`src/rtl/spi_follower_regs.sv`:
```
// SPI follower: {rw, addr[6:0]} command byte, then auto-incrementing data bytes, mapped onto
// single-cycle register-bank accesses. SPI pins are oversampled on clk through 2-flop synchronisers.
module spi_follower_regs #(
  parameter bit CPOL   = 1'b0,
  parameter bit CPHA   = 1'b0,
  parameter int ADDR_W = 7
) (
  input  logic              clk,
  input  logic              rst,
  input  logic              sclk,
  input  logic              cs,
  input  logic              in,
  output logic              out,
  output logic              out_en,
  output logic              wr_en,
  output logic [ADDR_W-1:0] wr_addr,
  output logic [7:0]        wr_data,
  output logic [ADDR_W-1:0] rd_addr,
  input  logic [7:0]        rd_data,
  output logic              frame_done,
  output logic              frame_err,
  output logic [1:0]        dbg_state
);

  localparam logic [1:0] ST_ARM  = 2'd0;
  localparam logic [1:0] ST_IDLE = 2'd1;
  localparam logic [1:0] ST_CMD  = 2'd2;
  localparam logic [1:0] ST_DATA = 2'd3;

  // Register-bank port: wr_en is a lone strobe qualifying wr_addr/wr_data for one clk, with no
  // back-pressure; rd_data must follow rd_addr combinationally and is captured one clk later.

  logic sclk_s1_q, sclk_s2_q, sclk_s3_q;
  logic cs_s1_q, cs_s2_q;
  logic in_s1_q, in_s2_q;

  logic [1:0]        state_q, state_d;
  logic [2:0]        bit_cnt_q, bit_cnt_d;
  logic [6:0]        rx_q, rx_d;
  logic [7:0]        tx_q, tx_d;
  logic              out_q, out_d;
  logic              fresh_q, fresh_d;
  logic              rw_q, rw_d;
  logic [ADDR_W-1:0] addr_q, addr_d;
  logic [ADDR_W-1:0] rd_addr_q, rd_addr_d;
  logic              rd_load_q, rd_load_d;
  logic              wr_en_q, wr_en_d;
  logic [ADDR_W-1:0] wr_addr_q, wr_addr_d;
  logic [7:0]        wr_data_q, wr_data_d;
  logic              done_q, done_d;
  logic              err_q, err_d;

  logic              sclk_edge, lead_ev, trail_ev, sample_ev, shift_ev;
  logic [7:0]        rx_next;
  logic [ADDR_W-1:0] cmd_addr;
  logic [ADDR_W-1:0] addr_inc;

  assign sclk_edge = sclk_s2_q ^ sclk_s3_q;
  assign lead_ev   = sclk_edge && (sclk_s3_q == CPOL);
  assign trail_ev  = sclk_edge && (sclk_s2_q == CPOL);
  assign sample_ev = CPHA ? trail_ev : lead_ev;
  assign shift_ev  = CPHA ? lead_ev : trail_ev;

  assign rx_next  = {rx_q, in_s2_q};
  assign cmd_addr = ADDR_W'(rx_next[6:0]);
  assign addr_inc = addr_q + ADDR_W'(1);

  always_comb begin
    state_d   = state_q;
    bit_cnt_d = bit_cnt_q;
    rx_d      = rx_q;
    tx_d      = tx_q;
    out_d     = out_q;
    fresh_d   = fresh_q;
    rw_d      = rw_q;
    addr_d    = addr_q;
    rd_addr_d = rd_addr_q;
    rd_load_d = 1'b0;
    wr_en_d   = 1'b0;
    wr_addr_d = wr_addr_q;
    wr_data_d = wr_data_q;
    done_d    = 1'b0;
    err_d     = 1'b0;

    // A fresh read byte must reach MISO unshifted on the next shift edge.
    if (rd_load_q) begin
      tx_d    = rd_data;
      fresh_d = 1'b1;
    end

    case (state_q)
      ST_ARM: begin
        if (cs_s2_q) state_d = ST_IDLE;
      end
      ST_IDLE: begin
        if (!cs_s2_q) begin
          state_d   = ST_CMD;
          bit_cnt_d = 3'd0;
          tx_d      = 8'h00;
          out_d     = 1'b0;
          fresh_d   = 1'b0;
        end
      end
      default: begin
        if (shift_ev) begin
          if (fresh_q) begin
            out_d   = tx_q[7];
            fresh_d = 1'b0;
          end else begin
            tx_d  = {tx_q[6:0], 1'b0};
            out_d = tx_q[6];
          end
        end

        if (sample_ev) begin
          rx_d      = rx_next[6:0];
          bit_cnt_d = bit_cnt_q + 3'd1;
          if (bit_cnt_q == 3'd7) begin
            if (state_q == ST_CMD) begin
              state_d = ST_DATA;
              rw_d    = rx_next[7];
              addr_d  = cmd_addr;
              if (rx_next[7]) begin
                rd_addr_d = cmd_addr;
                rd_load_d = 1'b1;
              end
            end else begin
              addr_d = addr_inc;
              if (rw_q) begin
                rd_addr_d = addr_inc;
                rd_load_d = 1'b1;
              end else begin
                wr_en_d   = 1'b1;
                wr_addr_d = addr_q;
                wr_data_d = rx_next;
              end
            end
          end
        end

        // A byte completing on the same clk as cs rise is taken before the frame closes.
        if (cs_s2_q) begin
          state_d = ST_IDLE;
          done_d  = 1'b1;
          err_d   = (bit_cnt_d != 3'd0) || (state_q == ST_CMD);
        end
      end
    endcase
  end

  always_ff @(posedge clk) begin
    if (rst) begin
      sclk_s1_q <= CPOL;
      sclk_s2_q <= CPOL;
      sclk_s3_q <= CPOL;
      cs_s1_q   <= 1'b0;
      cs_s2_q   <= 1'b0;
      in_s1_q   <= 1'b0;
      in_s2_q   <= 1'b0;
      state_q   <= ST_ARM;
      bit_cnt_q <= 3'd0;
      rx_q      <= 7'd0;
      tx_q      <= 8'h00;
      out_q     <= 1'b0;
      fresh_q   <= 1'b0;
      rw_q      <= 1'b0;
      addr_q    <= '0;
      rd_addr_q <= '0;
      rd_load_q <= 1'b0;
      wr_en_q   <= 1'b0;
      wr_addr_q <= '0;
      wr_data_q <= 8'h00;
      done_q    <= 1'b0;
      err_q     <= 1'b0;
    end else begin
      sclk_s1_q <= sclk;
      sclk_s2_q <= sclk_s1_q;
      sclk_s3_q <= sclk_s2_q;
      cs_s1_q   <= cs;
      cs_s2_q   <= cs_s1_q;
      in_s1_q   <= in;
      in_s2_q   <= in_s1_q;
      state_q   <= state_d;
      bit_cnt_q <= bit_cnt_d;
      rx_q      <= rx_d;
      tx_q      <= tx_d;
      out_q     <= out_d;
      fresh_q   <= fresh_d;
      rw_q      <= rw_d;
      addr_q    <= addr_d;
      rd_addr_q <= rd_addr_d;
      rd_load_q <= rd_load_d;
      wr_en_q   <= wr_en_d;
      wr_addr_q <= wr_addr_d;
      wr_data_q <= wr_data_d;
      done_q    <= done_d;
      err_q     <= err_d;
    end
  end

  assign out        = out_q;
  assign out_en     = ((state_q == ST_CMD) || (state_q == ST_DATA)) && !cs_s2_q;
  assign wr_en      = wr_en_q;
  assign wr_addr    = wr_addr_q;
  assign wr_data    = wr_data_q;
  assign rd_addr    = rd_addr_q;
  assign frame_done = done_q;
  assign frame_err  = err_q;
  assign dbg_state  = state_q;

endmodule

```
`config.mk`:
```
export PLATFORM = sky130hd
export DESIGN_NAME = spi_follower_regs
export DESIGN_NICKNAME = d
export VERILOG_FILES = /design/src/rtl/spi_follower_regs.sv
export SDC_FILE = /design/constraint.sdc
export NUM_CORES = 1
export LEC_CHECK = 0
export BUFFER_PORTS_ARGS = -buffer_cell sky130_fd_sc_hd__buf_4
export CAP_MARGIN = 5
export CORE_UTILIZATION = 55
export DETAILED_ROUTE_END_ITERATION = 7
export GPL_TIMING_DRIVEN = 0
export PLACE_DENSITY = 0.79
export RECOVER_POWER = 100
export SYNTH_ARGS = -nofsm -noshare
export SYNTH_HDL_FRONTEND = slang
export SYNTH_SLANG_ARGS = --single-unit
```
`constraint.sdc`:
```
create_clock -name clk -period 4.2 [get_ports clk]
set_input_delay 1.05 -clock clk [delete_from_list [all_inputs] [get_ports clk]]
set_output_delay 1.05 -clock clk [all_outputs]
set_load 0.02 [all_outputs]
```
==> results.md, run 1 <==
- Placed insts: 386
- Number of setup buffers added after CTS: 0
- Die Wd: 70.19 µm
- Post-synth EDFFs: 0
- Final count of negative-setup-slack endpoints: 0
- Sequential Area: 0.001261 mm²
- Cells after Synth: 293
- Cell taking the most area after synthesis: dfxtp_1
- FP Rows: 24
- Measured slew at the worst slew-check pin: 0.6996 ns
- Post-route insts no fill: 400
- Leak: 1.039 nW
- Worst Path Required: 3.15 ns
- Fin crit period: 2.854 ns
- RSZ-0062 raised after global routing: false
- Hold Buf Count CTS: 0
- DRT Pass-1 Iters: 4
- Core region area: 0.004414 mm²
- Synth Net Count: 309
- Maximum clock frequency: 350.3 MHz
- Layout Nets: 361
- YS warnings: 0
- Pins Over Slew Limit: 0
- Fin. Hold Viols: 0
- Sequential power share: 56.3%
- Status: finished, final reports clean
- Dpl hpwl: 3958 µm
- Number of global-route vias before repair: 1982
- Post-synth ARST share: 0%
- Die H: 70.19 µm
- Maximum clock path buffer count: 2
- Worst slew margin: 53.00%
- Avg Cell Area, Syn: 8.729 µm²
- MaxCap Viol Count: 0
- Pwr Density: 364.8 mW/mm²
- Top FF cell, synth: dfxtp_1
- Die ar.: 0.004927 mm²
- Crit Path Class: flip-flop to primary output
- Routability cong.: 0.8468
- Register area share after synthesis: 49.32%
- H-tree levels: 3
- Area of the multi-input gates: 0.001176 mm²
- Worst Setup End Kind: primary output
- Vias/cell: 5.458
- Initial antenna violation count: 0
- Final ANT Viol Nets: 0
- Pre-CTS WS: 1.823 ns
- Worst Slack Setup Final: 1.346 ns
- TritonCTS sink count: 63
- Comb power frac: 4.5%
- Via Count: 2183
- Top-count cell post-synth: dfxtp_1
- Cts repair resizes: 0
- Hold crit path type: flip-flop to flip-flop
- Area growth syn-to-layout: 15.36%
- Hold_ws: 0.4417 ns
- Fin Clk Skew: 0.008072 ns
- Routed WL per cell: 14.04 µm
- Peak supply drop: 0.0002355 V
- Synth Cell Area: 0.002557 mm²
- Worst-Skew Late Latency: 0.34 ns
- GR Overflow Total: 0
- Largest net degree at the start of global routing: 11
- Root Driver: clkbuf_8
- Period utilisation layout: 67.96%
- Critical path peak fanout: 10
- Io pins: 42
- Sw Pwr: 0.0002500 W
- Synth top area cells: dfxtp_1 (49%), a21oi_1 (7.4%), nand2_1 (6.9%)
- # diodes: 0
- Fin Setup TNS: 0 ns
- First-pass GRT wire length: 9315 µm
- TritonCTS Buffers: 9
- Starting density of the core: 57.94%
- CTS tree: built
- Switching part of the total: 23.23%
- Most frequent cells after synthesis: dfxtp_1 (63), nand2_1 (47), a21oi_1 (38)
- FILL cells: 408
- Clock share of power: 39.2%
- Clock slew at reported path FFs: 0.07 ns
- Unique masters post-synth: 44
- Initial drt markers: 176
- Arrival time of the worst setup path: 1.80 ns
- CP Launch Type: flip-flop
- Layout cells sized above 1: 9.195%
- Gr usage total: 24.44%
- Post-route DRC: 0
- Port Buffers: 41
- Flops & latches, synth: 63
- Post-synth top area share: 49.32%
- Pint: 0.0008263 W
- Final wirelength: 5617 µm
## state kept, by name, indices dropped and copies added (netlist names), 2 cells and up
signal     count
tx_q           8
wr_data        8
addr_q         7
rd_addr        7
rx_q           7
wr_addr        7
bit_cnt_q      3
dbg_state      2
## logic make-up after synthesis
logic type | after synthesis | share of synthesized area, %
buf+inv | 26 | 4.207
simple gates | 113 | 20.99
compound gates | 70 | 16.83
flops | 63 | 49.32
fa+ha+maj | 3 | 1.468
xor+xnor | 4 | 1.370
mux | 14 | 5.822
## cell usage in the layout (no fill, tap or decap), drive strengths merged, types with 2 or more instances in the layout
master / instances
mux2i: 10
nand3b: 3
nor3b: 2
nor3: 4
o41ai: 2
a22oi: 2
o211ai: 2
o2111ai: 3
and3: 3
clkinv: 2
a21oi: 38
inv: 4
or4: 2
a211oi: 7
o32ai: 2
nand3: 10
xor2: 4
nand2b: 3
or2: 2
a311oi: 2
ha: 3
nor2b: 10
nor2: 21
nand4: 2
o21ai: 8
clkbuf: 59
buf: 16
dfxtp: 63
a31o: 2
mux2: 4
nand2: 47
## worst max-delay path: stages, from the launching register on
cell      delay, ns
dfxtp_1        0.39
clkbuf_1       0.36
clkbuf_1       0.37
nor2b_1        0.19
buf_4          0.15
## path summary, 6_finish.rpt
kind | startpoint | endpoint | slack, ns | cells past startpoint
min reg2reg | in_s1_q | in_s2_q | 0.44 | 1
min | in_s1_q | in_s2_q | 0.44 | 1
max | dbg_state[1] | out_en | 1.35 | 4
max reg2reg | bit_cnt_q[0] | wr_addr[4] | 1.91 | 7
## area by class of cell
| class | instances | share of cell area (%) |
|---|---|---|
| Buffer | 22 | 3.011 |
| Clock buffer | 12 | 4.580 |
| Clock inverter | 2 | 0.3393 |
| Inverter | 4 | 0.5089 |
| Multi-Input combinational cell | 204 | 39.86 |
| Sequential cell | 63 | 42.75 |
| Tap cell | 52 | 2.205 |
| Timing Repair Buffer | 41 | 6.743 |
## layer usage
metal | vias up | part of all wire, % | global-route usage (%)
li1 | 1123 | - | -
met1 | 996 | 47 | 33.64
met2 | 57 | 46 | 34.51
met3 | 7 | 5.6 | 7.937
met4 | 0 | 1.4 | 11.56
met5 | - | 0 | 0
## power groups by stage
stage	clock network, W	logic [W]	registers, W
after global routing	0.000457	0.0000532	0.000607
final	0.000422	0.0000481	0.000606
after global placement	0	0.0000489	0.000620
after detailed placement	0	0.0000496	0.000620
after CTS	0.000427	0.0000499	0.000606
after floorplan	0	0.0000282	0.000620
## per-stage QoR
stage | utilization, % | power (W) | cell area (µm²)
CTS | 69.67 | 0.001083 | 3075
finish | 66.84 | 0.001076 | 2950
global route | 66.84 | 0.001116 | 2950
floorplan | - | 0.0006479 | 2557
detailed placement | 66.38 | 0.0006693 | 2930
global placement | 66.38 | 0.0006685 | 2930
Note: power is estimated with default switching activity, not from simulation.
==> run 2: changes to the inputs <==
--- a/config.mk
+++ b/config.mk
@@ -5,12 +5,13 @@
 export SDC_FILE = /design/constraint.sdc
 export NUM_CORES = 1
 export LEC_CHECK = 0
+export ABC_AREA = 1
 export BUFFER_PORTS_ARGS = -buffer_cell sky130_fd_sc_hd__buf_4
 export CAP_MARGIN = 5
-export CORE_UTILIZATION = 55
+export CORE_UTILIZATION = 50
 export DETAILED_ROUTE_END_ITERATION = 7
 export GPL_TIMING_DRIVEN = 0
-export PLACE_DENSITY = 0.79
+export PLACE_DENSITY = 0.76
 export RECOVER_POWER = 100
 export SYNTH_ARGS = -nofsm -noshare
 export SYNTH_HDL_FRONTEND = slang
==> constraint.sdc (replaced) <==
create_clock -name clk -period 2.38 [get_ports clk]
set_input_delay 0.595 -clock clk [delete_from_list [all_inputs] [get_ports clk]]
set_output_delay 0.595 -clock clk [all_outputs]
set_load 0.02 [all_outputs]
==> run 2 against run 1 <==
Effect of this change: clock power grew 99%; routed wire length grew 4.2%; critical path depth grew 1; sequential share of layout area shrank 1.2 points; critical endpoint is now tx_q[1]; largest cell class unchanged; largest power group unchanged.
==> results.md, run 2 <==
- Status: finished, final reports clean
- Finished Cell Area: 0.003035 mm² (+2.9%)
- Layout cells sized above 1: 10.28% (+1.1 points)
- Cts repair resizes: 0 (unchanged)
- Most frequent cells in the layout: dfxtp_1 (63), inv_1 (46), o21ai_0 (45)
- DRT Pass-1 Iters: 6 (+2)
- # diodes: 0 (unchanged)
- Maximum clock path buffer count: 2 (unchanged)
- Port Buffers: 41 (unchanged)
- Number of setup buffers added after CTS: 0 (unchanged)
- Fin Setup TNS: 0 ns (unchanged)
- Slowest stage delay, CP: 0.93 ns (+0.54 ns)
- Worst reg2reg startpoint: dbg_state[1]
- Worst Path Required: 2.55 ns (-0.60 ns)
- Measured slew at the worst slew-check pin: 1.186 ns (+0.4863 ns)
- Initial antenna violation count: 0 (unchanged)
- Routability cong.: 0.8477 (+0.11%)
- Initial drt markers: 158 (-10%)
- Register area share after synthesis: 48.16% (-1.2 points)
- Via Count: 2293 (+5.0%)
- Worst R2R End: tx_q[1]
- Root Driver: clkbuf_8
- Final count of negative-setup-slack endpoints: 0 (unchanged)
- Worst-Skew Late Latency: 0.34 ns (about the same)
- Arrival time of the worst setup path: 2.03 ns (+0.23 ns)
- Starting density of the core: 53.67% (-4.3 points)
- CP Launch Type: flip-flop
- Area growth syn-to-layout: 15.91%
- Synth Cell Area: 0.002619 mm² (+2.4%)
- Worst path slowest cell: o21ai_0
- Io pins: 42 (unchanged)
- TritonCTS Buffers: 9 (unchanged)
- Synth Net Count: 349 (+13%)
- GR Overflow Total: 0 (unchanged)
- Fin. Hold Viols: 0 (unchanged)
- Layout Nets: 401 (+11%)
- Leak: 1.218 nW (+17%)
- Post-synth EDFFs: 0 (unchanged)
- Dpl cell area: 0.003010 mm² (+2.7%)
- Die ar.: 0.005531 mm² (+12%)
- Final ANT Viol Nets: 0 (unchanged)
- FP Rows: 25 (+4.2%)
- Most common cell after layout, fill and taps aside: dfxtp_1
- Critical path peak fanout: 10 (unchanged)
- Final wirelength: 5852 µm (+4.2%)
- Cell taking the most area after synthesis: dfxtp_1
- Most frequent cells after synthesis: dfxtp_1 (63), inv_1 (44), o21ai_0 (44)
- H-tree levels: 3 (unchanged)
- Maximum clock frequency: 536.5 MHz
- Post-route DRC: 0 (unchanged)
- FILL cells: 500 (+23%)
- Period utilisation layout: 78.32%
- Synth top area cells: dfxtp_1 (48%), o21ai_0 (8.4%), inv_1 (6.3%)
- Cells after Synth: 333 (+14%)
- Hold crit path type: flip-flop to flip-flop
- Largest net degree at the start of global routing: 11 (unchanged)
- Fin Clk Skew: 0.006086 ns (-0.001986 ns)
- Reg2Reg Depth: 5 (-2)
- Gr usage total: 23.40% (-1.0 points)
- Die Wd: 74.37 µm (+6.0%)
- Pins Over Slew Limit: 0 (unchanged)
- Flops & latches, synth: 63 (unchanged)
- CTS tree: built
- Post-synth top area share: 48.16% (-1.2 points)
- Crit Path Class: flip-flop to flip-flop
- Unique masters post-synth: 35 (-20%)
- RSZ-0062 raised after global routing: false
- YS warnings: 0 (unchanged)
- Worst Setup End Kind: flip-flop
- Fin crit period: 1.864 ns
- First-pass GRT wire length: 9639 µm (+3.5%)
- Core region area: 0.004880 mm² (+11%)
- Reg-to-reg slack, setup: 0.52 ns (-1.39 ns)
- Hold Buf Count CTS: 0 (unchanged)
- Worst slew margin: 20.10% (-33 points)
- CP startpoint: dbg_state[1]
- Post-synth ARST share: 0% (unchanged)
- Number of global-route vias before repair: 2105 (+6.2%)
- Top-count cell post-synth: dfxtp_1
- Peak supply drop: 0.0004033 V (+71%)
- Pwr Density: 659.5 mW/mm² (+81%)
- Top FF cell, synth: dfxtp_1
- Avg Cell Area, Syn: 7.864 µm² (-9.9%)
- TritonCTS sink count: 63 (unchanged)
- Vias/cell: 5.029 (-7.9%)
- CP cell instances: buf_6 > inv_4 > nand2_1 > o21ai_0 > nor3_1
- Clock slew at reported path FFs: 0.07 ns (about the same)
- Dpl hpwl: 4105 µm (+3.7%)
- MaxCap Viol Count: 0 (unchanged)
- CP Capture Point: tx_q[1]
- Routed WL per cell: 12.83 µm (-8.6%)
- Die H: 74.37 µm (+6.0%)
## run 2: layout make-up
cell class                 count  area [µm²]  area share (%)
sequential                    63        1261           41.55
multi-input combinational    208        1039           34.21
timing repair buffer          41       195.2           6.430
inverter                      47       178.9           5.894
clock buffer                  15       176.4           5.812
buffer                        15       101.3           3.339
tap                           67       83.83           2.762
## run 2: cells by family (layout without fill, tap and decap cells)
| kind of cell | count (synthesis) | count (layout) | synth area share (%) |
|---|---|---|---|
| AOI/OAI and AO/OA | 95 | 95 | 20.40 |
| DFF | 63 | 63 | 48.16 |
| adders and majority gates | 3 | 3 | 1.434 |
| muxes | 1 | 1 | 0.3822 |
| xor gates and xnor gates | 1 | 1 | 0.3345 |
| buffers and inverters | 62 | 118 | 10.75 |
| and+or+nand+nor | 108 | 108 | 18.54 |
## run 2: stage by stage
stage          worst slack, ns  hold slack, ns  util [%]  power (W)  std cells
6_report                0.5160          0.4029     62.21   0.002002        456
5_1_grt                 0.3234          0.4131     62.21   0.002068        456
4_1_cts                 0.6445          0.4080     65.31   0.002015        456
3_5_place_dp            0.7608          0.3968     61.69   0.001190        441
3_3_place_gp            0.7654          0.3890     61.69   0.001188        441
2_1_floorplan           0.8374          0.3883         -   0.001151        333
## run 2: worst min path at each step
stage | end | slack [ns] | startpoint | depth (start not counted)
2_1_floorplan | cs_s2_q | 0.39 | cs_s1_q | 2
3_3_place_gp | cs_s2_q | 0.39 | cs_s1_q | 2
3_5_place_dp | cs_s2_q | 0.40 | cs_s1_q | 2
4_1_cts | cs_s2_q | 0.41 | cs_s1_q | 2
5_1_grt | cs_s2_q | 0.41 | cs_s1_q | 2
6_report | sclk_s2_q | 0.40 | sclk_s1_q | 2
## run 2: where the power goes
part,internal (W),switching [W],total (W)
clock network,0.000460,0.000381,0.000841
logic,0.0000315,0.0000571,0.0000886
registers,0.00106,0.00000741,0.00107
## run 2: metal layers
layer	vias up	GRT usage [%]	wire length (µm)
li1	1189	-	-
met1	1028	33.31	2888
met2	71	34.13	2580
met3	5	4.607	334
met4	0	10.69	49
met5	-	0	0
## run 2: critical path, delay by kind of cell (launching register included)
| family | cells | cell delay, ns |
|---|---|---|
| flops | 1 | 0.32 |
| simple gates | 2 | 0.23 |
| buf+inv | 2 | 0.22 |
| compound gates | 1 | 0.93 |
==> run 3: changes to the inputs <==
--- a/config.mk
+++ b/config.mk
@@ -8,10 +8,10 @@
 export ABC_AREA = 1
 export BUFFER_PORTS_ARGS = -buffer_cell sky130_fd_sc_hd__buf_4
 export CAP_MARGIN = 5
-export CORE_UTILIZATION = 50
+export CORE_UTILIZATION = 55
 export DETAILED_ROUTE_END_ITERATION = 7
 export GPL_TIMING_DRIVEN = 0
-export PLACE_DENSITY = 0.76
+export PLACE_DENSITY = 0.79
 export RECOVER_POWER = 100
 export SYNTH_ARGS = -nofsm -noshare
 export SYNTH_HDL_FRONTEND = slang
==> constraint.sdc (replaced) <==
create_clock -name clk -period 1.8 [get_ports clk]
set_input_delay 0.45 -clock clk [delete_from_list [all_inputs] [get_ports clk]]
set_output_delay 0.45 -clock clk [all_outputs]
set_load 0.02 [all_outputs]
==> run 3 against run 2 <==
Effect of this change: the run now ends with DRC left; via count increased by 0.70%; sequential power increased by 33%; die area decreased by 8.9%; count of clock-buffer cells in the layout decreased by 5.
==> results.md, run 3 (synthesis gave the netlist of run 2 again) <==
- Status: complete, but fails checks
- Failing checks: DRC
- Post-route DRC: 2 (+2)
- Fin Setup TNS: 0 ns (unchanged)
- Worst Slack Setup Final: 0.1216 ns (-0.3943 ns)
- Most used routing layer in global routing: met2
- Routability cong.: 0.9070 (+7.0%)
- Vias/cell: 5.224 (+3.9%)
- Worst reg2reg startpoint: bit_cnt_q[0]
- Dpl hpwl: 3867 µm (-5.8%)
- GR Layer Usage met2: 38.03% (+3.9 points)
- Worst slew margin: 63.53% (+43 points)
- Root Driver: clkbuf_8
- Sw Pwr: 0.0006292 W (+41%)
- Number of setup buffers added after CTS: 0 (unchanged)
- Leak: 1.226 nW (+0.63%)
- Reg2Reg Depth: 7 (+2)
- Final wirelength: 5545 µm (-5.2%)
- Worst Path Required: 1.35 ns (-1.20 ns)
- TritonCTS sink count: 63 (unchanged)
- Gr usage total: 24.61% (+1.2 points)
- CTS tree: built
- Layout cells sized above 1: 11.79% (+1.5 points)
- Worst R2R End: wr_addr[0]
- Switching part of the total: 22.05% (-0.22 points)
- Dpl cell area: 0.002992 mm² (-0.62%)
- Period utilisation layout: 93.24%
- Initial drt markers: 212 (+34%)
- Clock share of power: 46.1% (+4.1 points)
- Arrival time of the worst setup path: 1.23 ns (-0.80 ns)
- Die ar.: 0.005041 mm² (-8.9%)
- Grt met1 use: 32.22% (-1.1 points)
- Port Buffers: 41 (unchanged)
- Hold Path End: sclk_s1_q
- Most common cell after layout, fill and taps aside: dfxtp_1
- Reg-to-reg slack, setup: 0.25 ns (-0.27 ns)
- Hold crit path type: input pin to flip-flop
- Final ANT Viol Nets: 0 (unchanged)
- Most frequent cells in the layout: dfxtp_1 (63), inv_1 (45), o21ai_0 (44)
- Number of global-route vias before repair: 2105 (unchanged)
- Core region area: 0.004474 mm² (-8.3%)
- Fin. Hold Viols: 0 (unchanged)
- Final count of negative-setup-slack endpoints: 0 (unchanged)
- Finished Cell Area: 0.003074 mm² (+1.3%)
- Crit Path Class: flip-flop to primary output
- Fin crit period: 1.678 ns
- Die Wd: 71 µm (-4.5%)
- Starting density of the core: 58.53% (+4.9 points)
- Largest net degree at the start of global routing: 12 (+1)
- Io pins: 42 (unchanged)
- CP Launch Type: flip-flop
- Crit path buf inv count: 3 (+1)
- Hold Crit Start: sclk
- First-pass GRT wire length: 9611 µm (-0.29%)
- FP Rows: 24 (-4.0%)
- Die H: 71 µm (-4.5%)
- Global-route track usage on met3: 8.262% (+3.7 points)
- H-tree levels: 3 (unchanged)
- Maximum clock path buffer count: 2 (unchanged)
- DRT Pass-1 Iters: 7 (+1)
- Worst path slowest cell: dfxtp_1
- GR Overflow Total: 0 (unchanged)
- Worst Setup End Kind: primary output
- Measured slew at the worst slew-check pin: 0.5471 ns (-0.6389 ns)
- Area growth syn-to-layout: 17.39%
- Fin Clk Skew: 0.004883 ns (-0.001203 ns)
- MaxCap Viol Count: 0 (unchanged)
- Layout Nets: 401 (unchanged)
- Cts repair resizes: 0 (unchanged)
- Hold Buf Count CTS: 0 (unchanged)
- CP top delay family: buffers and inverters
- Comb power frac: 4.1% (-0.3 points)
- Initial antenna violation count: 0 (unchanged)
- FILL cells: 439 (-12%)
- # diodes: 0 (unchanged)
- Slowest stage delay, CP: 0.34 ns (-0.59 ns)
- TritonCTS Buffers: 9 (unchanged)
- RSZ-0062 raised after global routing: false
- Hold_ws: 0.3074 ns (-0.09548 ns)
- Pwr Density: 928.1 mW/mm² (+41%)
- Pre-CTS WS: 0.2135 ns (-0.5473 ns)
- WHS Path Cells: 3 (+1)
- Maximum clock frequency: 595.8 MHz
- Routed WL per cell: 12.55 µm (-2.2%)
- Critical path peak fanout: 8 (-2)
- Worst-Skew Late Latency: 0.34 ns (about the same)
- Sequential power share: 49.7% (-3.9 points)
- Pint: 0.002224 W (+43%)
- CP cell instances: buf_6 > inv_4 > nor2_1 > clkbuf_1
- Via Count: 2309 (+0.70%)
- Peak supply drop: 0.0007188 V (+78%)
- Pins Over Slew Limit: 0 (unchanged)
- Clock slew at reported path FFs: 0.07 ns (about the same)
-- run 3: changes by cell type in the layout (fill, tap and decap cells not counted), sizes merged --
cell	change
buf	-1
clkinv	+2
clkbuf	-4
clkinvlp	+2
bufinv	+2
-- run 3: power groups by stage --
| stage | sequential, W | clock, W | combinational (W) |
|---|---|---|---|
| global route | 0.00142 | 0.00139 | 0.000130 |
| detailed placement | 0.00145 | 0 | 0.000122 |
| CTS | 0.00142 | 0.00133 | 0.000123 |
| global placement | 0.00145 | 0 | 0.000120 |
| floorplan | 0.00145 | 0 | 0.0000699 |
| finish | 0.00142 | 0.00132 | 0.000118 |
-- run 3: worst max-delay path by stage --
stage | cells past startpoint | slack (ns) | to | from
CTS | 4 | 0.18 | out_en | dbg_state[1]
detailed placement | 7 | 0.21 | rd_addr[0] | bit_cnt_q[0]
global placement | 7 | 0.27 | rd_addr[0] | bit_cnt_q[0]
global route | 4 | 0.04 | out_en | dbg_state[1]
floorplan | 3 | 0.40 | out_en | dbg_state[1]
finish | 4 | 0.12 | out_en | dbg_state[1]
-- run 3: layout make-up --
| type | instances | area [µm²] | share of cell area, % |
|---|---|---|---|
| sequential | 63 | 1261 | 41.03 |
| multi-input combinational | 208 | 1061 | 34.51 |
| timing repair buffer | 41 | 195.2 | 6.349 |
| inverter | 47 | 178.9 | 5.820 |
| clock buffer | 10 | 127.6 | 4.151 |
| buffer | 15 | 100.1 | 3.256 |
| clock inverter | 6 | 85.08 | 2.768 |
| tap | 52 | 65.06 | 2.116 |
-- run 3: worst reg2reg max path, delay by kind of cell, from the launching register on --
family,cells,cell delay [ns]
AOI/OAI and AO/OA,1,0.08
adders and majority gates,2,0.35
buffers and inverters,2,0.31
DFF,1,0.37
and+or+nand+nor,2,0.35
-- run 3: metrics by stage --
stage	cells	util (%)	power, W
2_1_floorplan	333	-	0.001523
3_3_place_gp	426	66.86	0.001570
3_5_place_dp	426	66.86	0.001572
4_1_cts	442	71.62	0.002875
5_1_grt	442	68.71	0.002940
6_report	442	68.71	0.002853
-- run 3: metal layers --
metal | part of all wire (%) | vias to the layer above | routed length, µm
li1 | - | 1196 | -
met1 | 48 | 1032 | 2687
met2 | 44 | 72 | 2454
met3 | 6.0 | 9 | 334
met4 | 1.2 | 0 | 68
met5 | 0 | - | 0
